File: config.mk
export PLATFORM = sky130hd
export DESIGN_NAME = button_debounce
export DESIGN_NICKNAME = d
export VERILOG_FILES = /design/src/rtl/debounce_pkg.sv /design/src/rtl/debounce_channel.sv /design/src/rtl/button_debounce.sv
export SDC_FILE = /design/constraint.sdc
export NUM_CORES = 1
export LEC_CHECK = 0
export CORE_MARGIN = 3
export CORE_UTILIZATION = 45
export CTS_CLUSTER_DIAMETER = 80
export DETAILED_ROUTE_END_ITERATION = 8
export DONT_BUFFER_PORTS = 1
export SLEW_MARGIN = 25
export SYNTH_ARGS = -nofsm -noshare
export SYNTH_HDL_FRONTEND = slang
export SYNTH_SLANG_ARGS = --single-unit
File: constraint.sdc
create_clock -name clk -period 3.4 [get_ports clk]
set_input_delay 0.85 -clock clk [delete_from_list [all_inputs] [get_ports clk]]
set_output_delay 0.85 -clock clk [all_outputs]
set_load 0.05 [all_outputs]
File: src/rtl/debounce_pkg.sv
// Shared definitions for the button debouncer: FSM state codes and the
// default counter width.
package debounce_pkg;

  localparam int DEFAULT_CNT_W = 30;

  typedef enum logic [1:0] {
    IDLE         = 2'd0,
    PRESS_WAIT   = 2'd1,
    HELD         = 2'd2,
    RELEASE_WAIT = 2'd3
  } state_t;

endpackage

File: src/rtl/debounce_channel.sv
// One debounce channel: two-flop synchroniser, press/hold/release FSM with a
// shared stability/hold counter, and a once-per-hold long-press flag.
module debounce_channel
  import debounce_pkg::*;
#(
  parameter int CNT_W = DEFAULT_CNT_W
) (
  input  logic             clk,
  input  logic             rst,
  input  logic             btn_raw,
  input  logic [CNT_W-1:0] debounce_max,
  input  logic [CNT_W-1:0] long_max,
  output logic             btn_level,
  output logic             press_pulse,
  output logic             release_pulse,
  output logic             long_pulse
);

  logic [1:0]       sync_q;
  logic             s;
  state_t           state;
  logic [CNT_W-1:0] cnt;
  logic             fired;

  assign s = sync_q[1];

  // NOTE: registers use non-blocking assignments so every flop samples the
  // pre-edge value of its neighbours, which is what makes the two-flop chain
  // a real synchroniser rather than a single wire.
  always_ff @(posedge clk) begin
    if (rst) sync_q <= 2'b00;
    else     sync_q <= {sync_q[0], btn_raw};
  end

  // Pulses default low every cycle and are raised only on the committing edge.
  always_ff @(posedge clk) begin
    if (rst) begin
      state         <= IDLE;
      cnt           <= '0;
      fired         <= 1'b0;
      btn_level     <= 1'b0;
      press_pulse   <= 1'b0;
      release_pulse <= 1'b0;
      long_pulse    <= 1'b0;
    end else begin
      press_pulse   <= 1'b0;
      release_pulse <= 1'b0;
      long_pulse    <= 1'b0;
      unique case (state)
        IDLE: begin
          cnt <= '0;
          if (s) state <= PRESS_WAIT;
        end
        PRESS_WAIT: begin
          if (!s) begin
            state <= IDLE;
            cnt   <= '0;
          end else if (cnt >= debounce_max) begin
            state       <= HELD;
            cnt         <= '0;
            btn_level   <= 1'b1;
            press_pulse <= 1'b1;
          end else begin
            cnt <= cnt + 1'b1;
          end
        end
        HELD: begin
          if (!s) begin
            state <= RELEASE_WAIT;
            cnt   <= '0;
          end else if (cnt >= long_max && !fired) begin
            long_pulse <= 1'b1;
            fired      <= 1'b1;
          end else if (cnt != '1) begin
            // Saturate so a very long hold never wraps back under long_max.
            cnt <= cnt + 1'b1;
          end
        end
        RELEASE_WAIT: begin
          if (s) begin
            state <= HELD;
            cnt   <= '0;
          end else if (cnt >= debounce_max) begin
            state         <= IDLE;
            cnt           <= '0;
            btn_level     <= 1'b0;
            release_pulse <= 1'b1;
            fired         <= 1'b0;
          end else begin
            cnt <= cnt + 1'b1;
          end
        end
        default: begin
          state <= IDLE;
          cnt   <= '0;
        end
      endcase
    end
  end

endmodule

File: src/rtl/button_debounce.sv
// Array of independent debounce channels turning raw bouncing buttons into
// a clean level plus press, release and long-press pulses.
module button_debounce
  import debounce_pkg::*;
#(
  parameter int N_BTN = 5,
  parameter int CNT_W = DEFAULT_CNT_W
) (
  input  logic             clk,
  input  logic             rst,
  input  logic [N_BTN-1:0] btn_raw,
  input  logic [CNT_W-1:0] debounce_max,
  input  logic [CNT_W-1:0] long_max,
  output logic [N_BTN-1:0] btn_level,
  output logic [N_BTN-1:0] press_pulse,
  output logic [N_BTN-1:0] release_pulse,
  output logic [N_BTN-1:0] long_pulse
);

  for (genvar i = 0; i < N_BTN; i++) begin : g_ch
    debounce_channel #(.CNT_W(CNT_W)) u_chan (
      .clk           (clk),
      .rst           (rst),
      .btn_raw       (btn_raw[i]),
      .debounce_max  (debounce_max),
      .long_max      (long_max),
      .btn_level     (btn_level[i]),
      .press_pulse   (press_pulse[i]),
      .release_pulse (release_pulse[i]),
      .long_pulse    (long_pulse[i])
    );
  end

endmodule

==> out/metrics.cfg <==
[clocking]
clockBufferDepth=2
clkLatencyLatePin_ps=460
hold_buffers=0
cts_num_sinks=195
clk_pin_slew_ps=80
cts_tree=yes
cts-htree-levels=4
cts_root_buffer=clkbuf_16
numCtsBuffers=17

[final_layout]
layout.nets=2437
seq_area_mm2=0.00391
final_common_cell=ha_1
num_antenna_cells=0
multi_input_area_mm2=0.0111
syn_to_final_growth_pct=17.0
final_area_mm2=0.0182
stdcell_count=2526
drive_gt1_share_pct=14.0
final_cell_mix=303 x ha_1, 199 x buf_4, 194 x dfxtp_1
fill_cells=3142

[drt]
wl_um=53000
drt_iter0_drc=1260
drt-vias-per-instance=5.98
vias=15100
dr.pass1.iters=5
drc=0
wl_per_cell_um=21.0
detail-route-antenna-nets=0

[timing]
slew_headroom_pct=53.8
tightestPinTransition_ps=687
period_share_pct=101
setup_ws_ps=-43.9
holdWs_ps=447
timing.final.crit_period_ps=3440
fmax_ghz=0.290
finalMaxSlewViolations=0
finalHoldViolations=0
fin_skew_ps=13.2
setup_viol=4
rsz0062_at_grt=yes

[logic_synthesis]
synth_compound_area_share_pct=17.1
synthCells=1903
async_reset_ff_share_pct=0
synth_top_family_by_area=adder cells
synth_cell_type_count=71
ys_ff_latch=195
synthMuxAreaShare_pct=0.330
synth_edf_count=0
yosysTopAreaCell=dfxtp_1
synth_top_area_share_pct=25.1
synth_fa_ha_area_share_pct=24.5
synth_xor_area_share_pct=4.39
synthSimpleGateAreaFrac_pct=24.0
yosysSeqAreaShare_pct=25.1
synth_nets=2275
synth_ff_type=dfxtp_1
synth_area_mm2=0.0156
synth.avg_cell_area_um2=8.17
yosys_warnings=0
synthTopCellsByArea=dfxtp_1 25%, ha_1 25%, a21oi_1 4.3%

[floorplan]
rows=67
core-area_mm2=0.0338
die_x_um=192
io_pins=87
fp.dieArea_mm2=0.0368
start_util_pct=46.0
die-height_um=192

[critical_path]
path_max_fanout=4
cp_common_cell=a21oi_2
critical_path.top_delay_family=simple AND/OR/NAND/NOR gates
critPathLaunch=debounce_max[19]
crit_path_end_kind=register
path_buf_inv=2
slowest_delay_ps=610
cp_cell_sequence=inv_1, buf_4, ha_1, nand4_1, or4_4, or2_2, o22ai_4, o41ai_2, a21oi_2, nor2_1, a21oi_2, o22ai_1
cp-start-kind=input port
crit_type=input port to register
required_ps=3740
r2r_start=g_ch[1].u_chan.cnt[15]
crit_slowest_cell=or4_4
worst_ep_arrival_time_ps=3780

[global_route]
grt_pass1_wl_um=81700
grt-ovfl-total=0
antenna_found_initial=0
grt_pass1_vias=14100
grt.total_usage_pct=28.9
grt_max_degree=76

[outcome]
status=finished, violations left
violations=setup timing

[power]
peakVddDrop_v=0.000317
powerDensity_mw_per_mm2=267
power_leakage_nw=8.11
finalPower_mw=4.86

[min_path]
min_from=g_ch[3].u_chan.sync_q[0]
hold_class=register to register

[placed_design]
place_area_mm2=0.0175
place.gp.congestion=0.966
port_buffers=0
dp_cells=2492
dpl.hpwl_um=42600

[job]
maxCapViolCount=0

==> power by group <==
part / switching [mW] / internal [mW]
combinational: 0.262 / 0.183
clock: 1.05 / 1.06
sequential: 0.0159 / 2.29
total: 1.32 / 3.53
==> Yosys cell counts (all sizes together) (7+ instances only) <==
cell type	instances
a21o	46
a22oi	9
nand2b	19
o211ai	12
or2	13
nor3b	10
and3	36
nand4	84
nand3	98
or4	9
a21oi	135
o31ai	15
xnor2	38
xor2	40
o22ai	10
buf	24
and2	8
a2111oi	7
and4	14
dfxtp	195
nor2	169
ha	305
nand2	123
a211oi	18
clkbuf	41
or3	33
nor2b	30
o21ai	103
nor4	16
inv	105
a31oi	15
nor3	48
==> cell families after synthesis <==
group | after synthesis
xor+xnor | 78
mux | 5
flops | 195
buf+inv | 170
simple gates | 725
fa+ha+maj | 305
compound gates | 425
==> registers in the layout (all words and copies together), names as in the netlist, named ones only <==
name	count
g_ch.u_chan.press_pulse	5
g_ch.u_chan.btn_level	5
g_ch.u_chan.state	5
g_ch.u_chan.long_pulse	5
g_ch.u_chan.sync_q	10
g_ch.u_chan.cnt	150
g_ch.u_chan.fired	5
g_ch.u_chan.release_pulse	5
==> worst paths after layout <==
path                              end  slack (ps)  cells past startpoint
max reg2reg     g_ch[1].u_chan.cnt[8]          90                     11
max             g_ch[1].u_chan.cnt[8]         -40                     12
min reg2reg  g_ch[3].u_chan.sync_q[1]         450                      1
min          g_ch[3].u_chan.sync_q[1]         450                      1
==> through the flow <==
step                      setup WS (ps)  setup TNS [ps]  util [%]
after global routing              -47.9           -99.5      53.9
after detailed placement           -797          -49450      51.8
after CTS                          12.0               0      53.6
final                             -43.9           -97.9      53.9
after floorplan                   0.280               0         -
after global placement             -853          -47960      51.8
==> worst reg2reg max path, cell delays in order (launching register included) <==
cell     delay (ps)
dfxtp_1         350
buf_4           180
ha_1            300
nand4_1         170
or4_4           590
or2_2           340
o22ai_4         210
o41ai_2         170
a21oi_2         340
nor2_1          170
a21oi_2         270
o22ai_1         110
==> area by class of cell <==
class / instances / area share (%)
repair buffers: 208 / 9.20
clock inverters: 14 / 0.790
multi-input cells: 1538 / 60.9
clock buffers: 18 / 2.41
flip-flops and latches: 195 / 21.5
inverters: 105 / 2.18
well taps: 448 / 3.08
==> what timing repair did <==
action / in CTS / in global routing
endpoints found under the setup margin: 33 / 81
buffers inserted: 1 / 1
pin swaps: 1 / 3
resized for setup: 5 / 16
hold endpoints to repair: 0 / 0
==> per-layer routing <==
metal | GRT usage, % | vias up | share of wire [%]
met5 | 0 | - | 0
met4 | 8.81 | 0 | 2.9
met3 | 5.90 | 84 | 7.6
met2 | 44.3 | 540 | 43
met1 | 40.7 | 7147 | 46
li1 | - | 7339 | -
Note: power is estimated with default switching activity, not from simulation.
